$ cat src/rtl/alu_arbiter.sv
// Two-requester round-robin wrapper around a shared combinational ALU.
// Define ALU_ARB_FIXED_PRIO_EN to make requester 0 win every tie.
module alu_arbiter #(
    parameter int WIDTH = 3
) (
    input  logic               clk,
    input  logic               reset,
    input  logic [1:0]         req_valid,
    output logic [1:0]         req_ready,
    input  logic [2*WIDTH-1:0] req_a,
    input  logic [2*WIDTH-1:0] req_b,
    input  logic [5:0]         req_op,
    input  logic [1:0]         req_cin,
    output logic               rsp_valid,
    input  logic               rsp_ready,
    output logic               rsp_id,
    output logic [WIDTH-1:0]   rsp_result,
    output logic               rsp_n,
    output logic               rsp_z,
    output logic               rsp_c,
    output logic               rsp_v
);

    typedef enum logic [1:0] {
        IDLE,
        EXEC,
        RESP
    } state_t;

    localparam logic [WIDTH:0] SHMAX = WIDTH[WIDTH:0];

    state_t state_q, state_d;

    logic             last_q, last_d;
    logic [WIDTH-1:0] a_q, a_d;
    logic [WIDTH-1:0] b_q, b_d;
    logic [2:0]       op_q, op_d;
    logic             cin_q, cin_d;
    logic             id_q, id_d;
    logic             valid_q, valid_d;
    logic             rid_q, rid_d;
    logic [WIDTH-1:0] res_q, res_d;
    logic             n_q, n_d;
    logic             z_q, z_d;
    logic             c_q, c_d;
    logic             v_q, v_d;

    logic             any_valid;
    logic             gnt;
    logic             accept;
    logic [WIDTH:0]   sum;
    logic [WIDTH-1:0] alu_res;
    logic             alu_c;
    logic             alu_v;

    always_ff @(posedge clk or posedge reset) begin
        if (reset) begin
            state_q <= IDLE;
        end else begin
            state_q <= state_d;
        end
    end

    always_comb begin
        state_d = state_q;
        case (state_q)
            IDLE:    if (any_valid) state_d = EXEC;
            EXEC:    state_d = RESP;
            RESP:    if (rsp_ready) state_d = IDLE;
            default: state_d = IDLE;
        endcase
    end

    always_comb begin
        any_valid = |req_valid;
        accept    = (state_q == IDLE) && any_valid;
        req_ready = accept ? (gnt ? 2'b10 : 2'b01) : 2'b00;
    end

`ifdef ALU_ARB_FIXED_PRIO_EN
    always_comb begin
        gnt = ~req_valid[0];
    end
`else
    // On a tie, the requester that did not win last time goes next.
    always_comb begin
        if (&req_valid) begin
            gnt = ~last_q;
        end else begin
            gnt = req_valid[1];
        end
    end
`endif

    always_comb begin
        sum     = '0;
        alu_res = '0;
        alu_c   = 1'b0;
        case (op_q)
            3'd0: begin
                sum     = {1'b0, a_q} + {1'b0, b_q} + {{WIDTH{1'b0}}, cin_q};
                alu_res = sum[WIDTH-1:0];
                alu_c   = sum[WIDTH];
            end
            3'd1:    alu_res = ({1'b0, b_q} >= SHMAX) ? '0 : a_q << b_q;
            3'd2:    alu_res = ({1'b0, b_q} >= SHMAX) ? '0 : a_q >> b_q;
            3'd3:    alu_res = a_q ^ b_q;
            3'd4:    alu_res = a_q | b_q;
            3'd5:    alu_res = ~a_q;
            3'd6:    alu_res = a_q & b_q;
            default: begin
                sum     = {1'b0, a_q} - {1'b0, b_q};
                alu_res = sum[WIDTH-1:0];
            end
        endcase
        alu_v = ((op_q == 3'd0) || (op_q == 3'd7))
              && (a_q[WIDTH-1] == b_q[WIDTH-1])
              && (alu_res[WIDTH-1] != a_q[WIDTH-1]);
    end

    always_comb begin
        last_d  = last_q;
        a_d     = a_q;
        b_d     = b_q;
        op_d    = op_q;
        cin_d   = cin_q;
        id_d    = id_q;
        valid_d = valid_q;
        rid_d   = rid_q;
        res_d   = res_q;
        n_d     = n_q;
        z_d     = z_q;
        c_d     = c_q;
        v_d     = v_q;
        if (accept) begin
            last_d = gnt;
            id_d   = gnt;
            a_d    = gnt ? req_a[2*WIDTH-1:WIDTH] : req_a[WIDTH-1:0];
            b_d    = gnt ? req_b[2*WIDTH-1:WIDTH] : req_b[WIDTH-1:0];
            op_d   = gnt ? req_op[5:3] : req_op[2:0];
            cin_d  = gnt ? req_cin[1] : req_cin[0];
        end
        if (state_q == EXEC) begin
            valid_d = 1'b1;
            rid_d   = id_q;
            res_d   = alu_res;
            n_d     = alu_res[WIDTH-1];
            z_d     = (alu_res == '0);
            c_d     = alu_c;
            v_d     = alu_v;
        end
        if ((state_q == RESP) && rsp_ready) begin
            valid_d = 1'b0;
        end
    end

    always_ff @(posedge clk or posedge reset) begin
        if (reset) begin
            last_q  <= 1'b1;
            a_q     <= '0;
            b_q     <= '0;
            op_q    <= '0;
            cin_q   <= 1'b0;
            id_q    <= 1'b0;
            valid_q <= 1'b0;
            rid_q   <= 1'b0;
            res_q   <= '0;
            n_q     <= 1'b0;
            z_q     <= 1'b0;
            c_q     <= 1'b0;
            v_q     <= 1'b0;
        end else begin
            last_q  <= last_d;
            a_q     <= a_d;
            b_q     <= b_d;
            op_q    <= op_d;
            cin_q   <= cin_d;
            id_q    <= id_d;
            valid_q <= valid_d;
            rid_q   <= rid_d;
            res_q   <= res_d;
            n_q     <= n_d;
            z_q     <= z_d;
            c_q     <= c_d;
            v_q     <= v_d;
        end
    end

    assign rsp_valid  = valid_q;
    assign rsp_id     = rid_q;
    assign rsp_result = res_q;
    assign rsp_n      = n_q;
    assign rsp_z      = z_q;
    assign rsp_c      = c_q;
    assign rsp_v      = v_q;

endmodule

$ cat config.mk
export PLATFORM = sky130hd
export DESIGN_NAME = alu_arbiter
export DESIGN_NICKNAME = d
export VERILOG_FILES = /design/src/rtl/alu_arbiter.sv
export SDC_FILE = /design/constraint.sdc
export NUM_CORES = 1
export LEC_CHECK = 0
export CAP_MARGIN = 20
export CELL_PAD_IN_SITES_DETAIL_PLACEMENT = 1
export CELL_PAD_IN_SITES_GLOBAL_PLACEMENT = 2
export CORE_ASPECT_RATIO = 1.25
export CORE_MARGIN = 4
export CORE_UTILIZATION = 32
export CTS_BUF_LIST = sky130_fd_sc_hd__clkbuf_4
export DETAILED_ROUTE_END_ITERATION = 12
export PLACE_DENSITY_LB_ADDON = 0.1
export SYNTH_ARGS = -nofsm -noshare
export SYNTH_HDL_FRONTEND = slang
export SYNTH_SLANG_ARGS = --single-unit
$ cat constraint.sdc
create_clock -name clk -period 7.2 [get_ports clk]
set_clock_uncertainty 0.2 [all_clocks]
set_input_delay 1.08 -clock clk [delete_from_list [all_inputs] [get_ports clk]]
set_output_delay 1.08 -clock clk [all_outputs]
set_load 0.005 [all_outputs]
==> out/results.txt <==
status: completed
hold-fix buffer count after cts: 0
Initial Utilization: 33.7%
peak supply drop: 0.000188 V
met2 routed wirelength: 2020 um
ys flop type: dfrtp_1
Tightest Hold Check Type: reg2reg
Post-DP HPWL: 3020 um
Max Root-Sink Buffers: 2
Max H-tree Level: 1
Post-synth EDFFs: 0
total gr overflow: 0
io pins: 36
Post-CTS Setup Inserts: 0
P per Cell Area: 464 nW/um^2
syn_area_per_cell: 9.48 um^2
most frequent cells in the layout: clkdlybuf4s50_1, dfrtp_1, inv_1
Final setup viols: 0
max-cap viol count: 0
Inst Count DP: 229
die area: 5510 um^2
Yosys top cell area share: 37.5%
worst path bufs/invs: 2
CP peak stage delay: 0.76 ns
CP Max Fanout: 14
# clock sinks: 22
Setup crit start kind: input pin
core area: 4160 um^2
non-filler cells, final: 233
DR vias: 1260
first-pass detailed-route iteration total: 10
Multi-input gate area: 713 um^2
synth unique cells: 39
number of remaining DRC errors: 0
# rows: 26
Synth Warn #: 0
crit path cell chain: clkdlybuf4s50_1 > o21ai_1 > a21oi_1 > clkdlybuf4s50_1
pin count of the biggest net entering global routing: 23
# fillers: 502
Reg clk slew, reported paths: 0.13 ns
Syn Std Cell Area: 1400 um^2
Syn Nets: 184
Starting DRT DRC Count: 84
Worst Setup Path Type: in2out
WL final: 3840 um
Post-synth ARST share: 100%
met1 WL: 1680 um
# port buffers: 35
post_cts resized: 0
CP Capture Type: primary output
post-layout util: 43.6%
min Tclk post-route: 4.59 ns
Total GRT Usage: 15.4%
Req. time, crit path: 5.92 ns
die height: 82.0 um
Met3 Wirelength: 108 um
top routing layer in use: met4
vias in the first global route: 1417
CP max-delay cell: a21oi_1
WP data arrival: 3.31 ns
final period utilization: 63.7%
clk_lat worst skew: 0.30 ns
commonest non-fill, non-tap cell in the layout: clkdlybuf4s50_1
final hold vios: 0
DRT antenna net count: 0
final net count: 214
Slew headroom: 36.9%
TritonCTS clock tree: built
Leak Pwr: 0.801 nW
post-synthesis sequential area ratio: 39.3%
Seq cells post-synth: 22
top post-synthesis cells by area: dfrtp_1, a222oi_1, ha_1
Post-DP Area: 1760 um^2
Sequential Area: 552 um^2
delay-heaviest family, CP: buffers and inverters
maximum clock rate: 218 MHz
routability cong.: 0.833
Layout area overhead: 29.5%
global-route wire length before repair: 6590 um
die width: 67.2 um
Setup TNS: 0 ns
antenna cells: 0
Final Instance Area: 1820 um^2
Wirelength per Cell: 16.5 um
Pins Over Slew Limit: 0
cells after synthesis: 148
CTS Buf Count: 3
vias per std cell: 5.41
Synth area leader: dfrtp_1
Slew @ Worst Pin: 0.940 ns
RSZ-0062 raised after global routing: false
initial antenna violation count: 0
most used cell along the critical path: clkdlybuf4s50_1
layout cell share with drive strength beyond 1: 4.52%
Root Driver: clkbuf_4
## where the power goes
part | total (mW) | switching (mW) | internal, mW
Combinational | 0.461 | 0.226 | 0.234
Clock | 0.0940 | 0.0378 | 0.0562
Sequential | 0.289 | 0.106 | 0.184
Total | 0.844 | 0.370 | 0.474
## state kept, by name, summed over array words and instances (netlist names)
name        cells
id_q            1
rsp_c           1
state_q         2
last_q          1
a_q             3
rsp_id          1
rsp_result      3
op_q            3
rsp_v           1
cin_q           1
rsp_valid       1
b_q             3
rsp_z           1
## layout make-up
cell class              count  share of cell area, %
clock inverters             1                   1.65
flip-flops and latches     22                   30.4
multi-input cells          95                   39.3
repair buffers             35                   19.3
clock buffers               3                   1.24
well taps                  56                   3.86
inverters                  21                   4.34
## per-layer routing
layer | up-vias | global-route usage [%]
li1 | 589 | -
met1 | 644 | 19.8
met2 | 25 | 27.8
met3 | 2 | 1.37
met4 | 0 | 3.04
met5 | - | 0
## logic make-up (layout without fill, tap and decap cells)
kind of cell | count (synthesis) | after routing | synth area share (%)
compound gates | 47 | 47 | 26.0
simple gates | 33 | 33 | 10.8
buf+inv | 31 | 60 | 9.81
flops | 22 | 22 | 39.3
fa+ha+maj | 11 | 11 | 11.4
xor+xnor | 3 | 3 | 1.87
mux | 1 | 1 | 0.803
## final timing paths
check / from / endpoint / slack, ns / cells past startpoint
worst max-delay path: req_valid[1] / req_ready[0] / 2.61 / 4
worst min-delay path: id_q / id_q / 0.30 / 1
worst max register to register: b_q[0] / rsp_z / 4.50 / 8
worst min register to register: id_q / id_q / 0.30 / 1
max in group asynchronous: reset / cin_q / 5.23 / 2
min in group asynchronous: reset / rsp_result[1] / 1.03 / 2
## stage by stage
stage               setup slack, ns  power, mW  hold WS (ns)
global placement               2.70      0.741         0.267
global route                   2.43      0.931         0.326
floorplan                      4.30      0.606         0.246
finish                         2.61      0.844         0.303
CTS                            2.60      0.856         0.310
detailed placement             2.60      0.761         0.279
## cell usage after synthesis (all sizes together), types with 3 or more instances
cell type,number
ha,8
fa,3
buf,6
o21ai,9
nand3,4
inv,20
nand2,11
dfrtp,21
nor2,8
o211ai,3
a21oi,7
a222oi,10
xnor2,3
a21o,3
nand2b,4
clkbuf,4
Note: power is estimated with default switching activity, not from simulation.
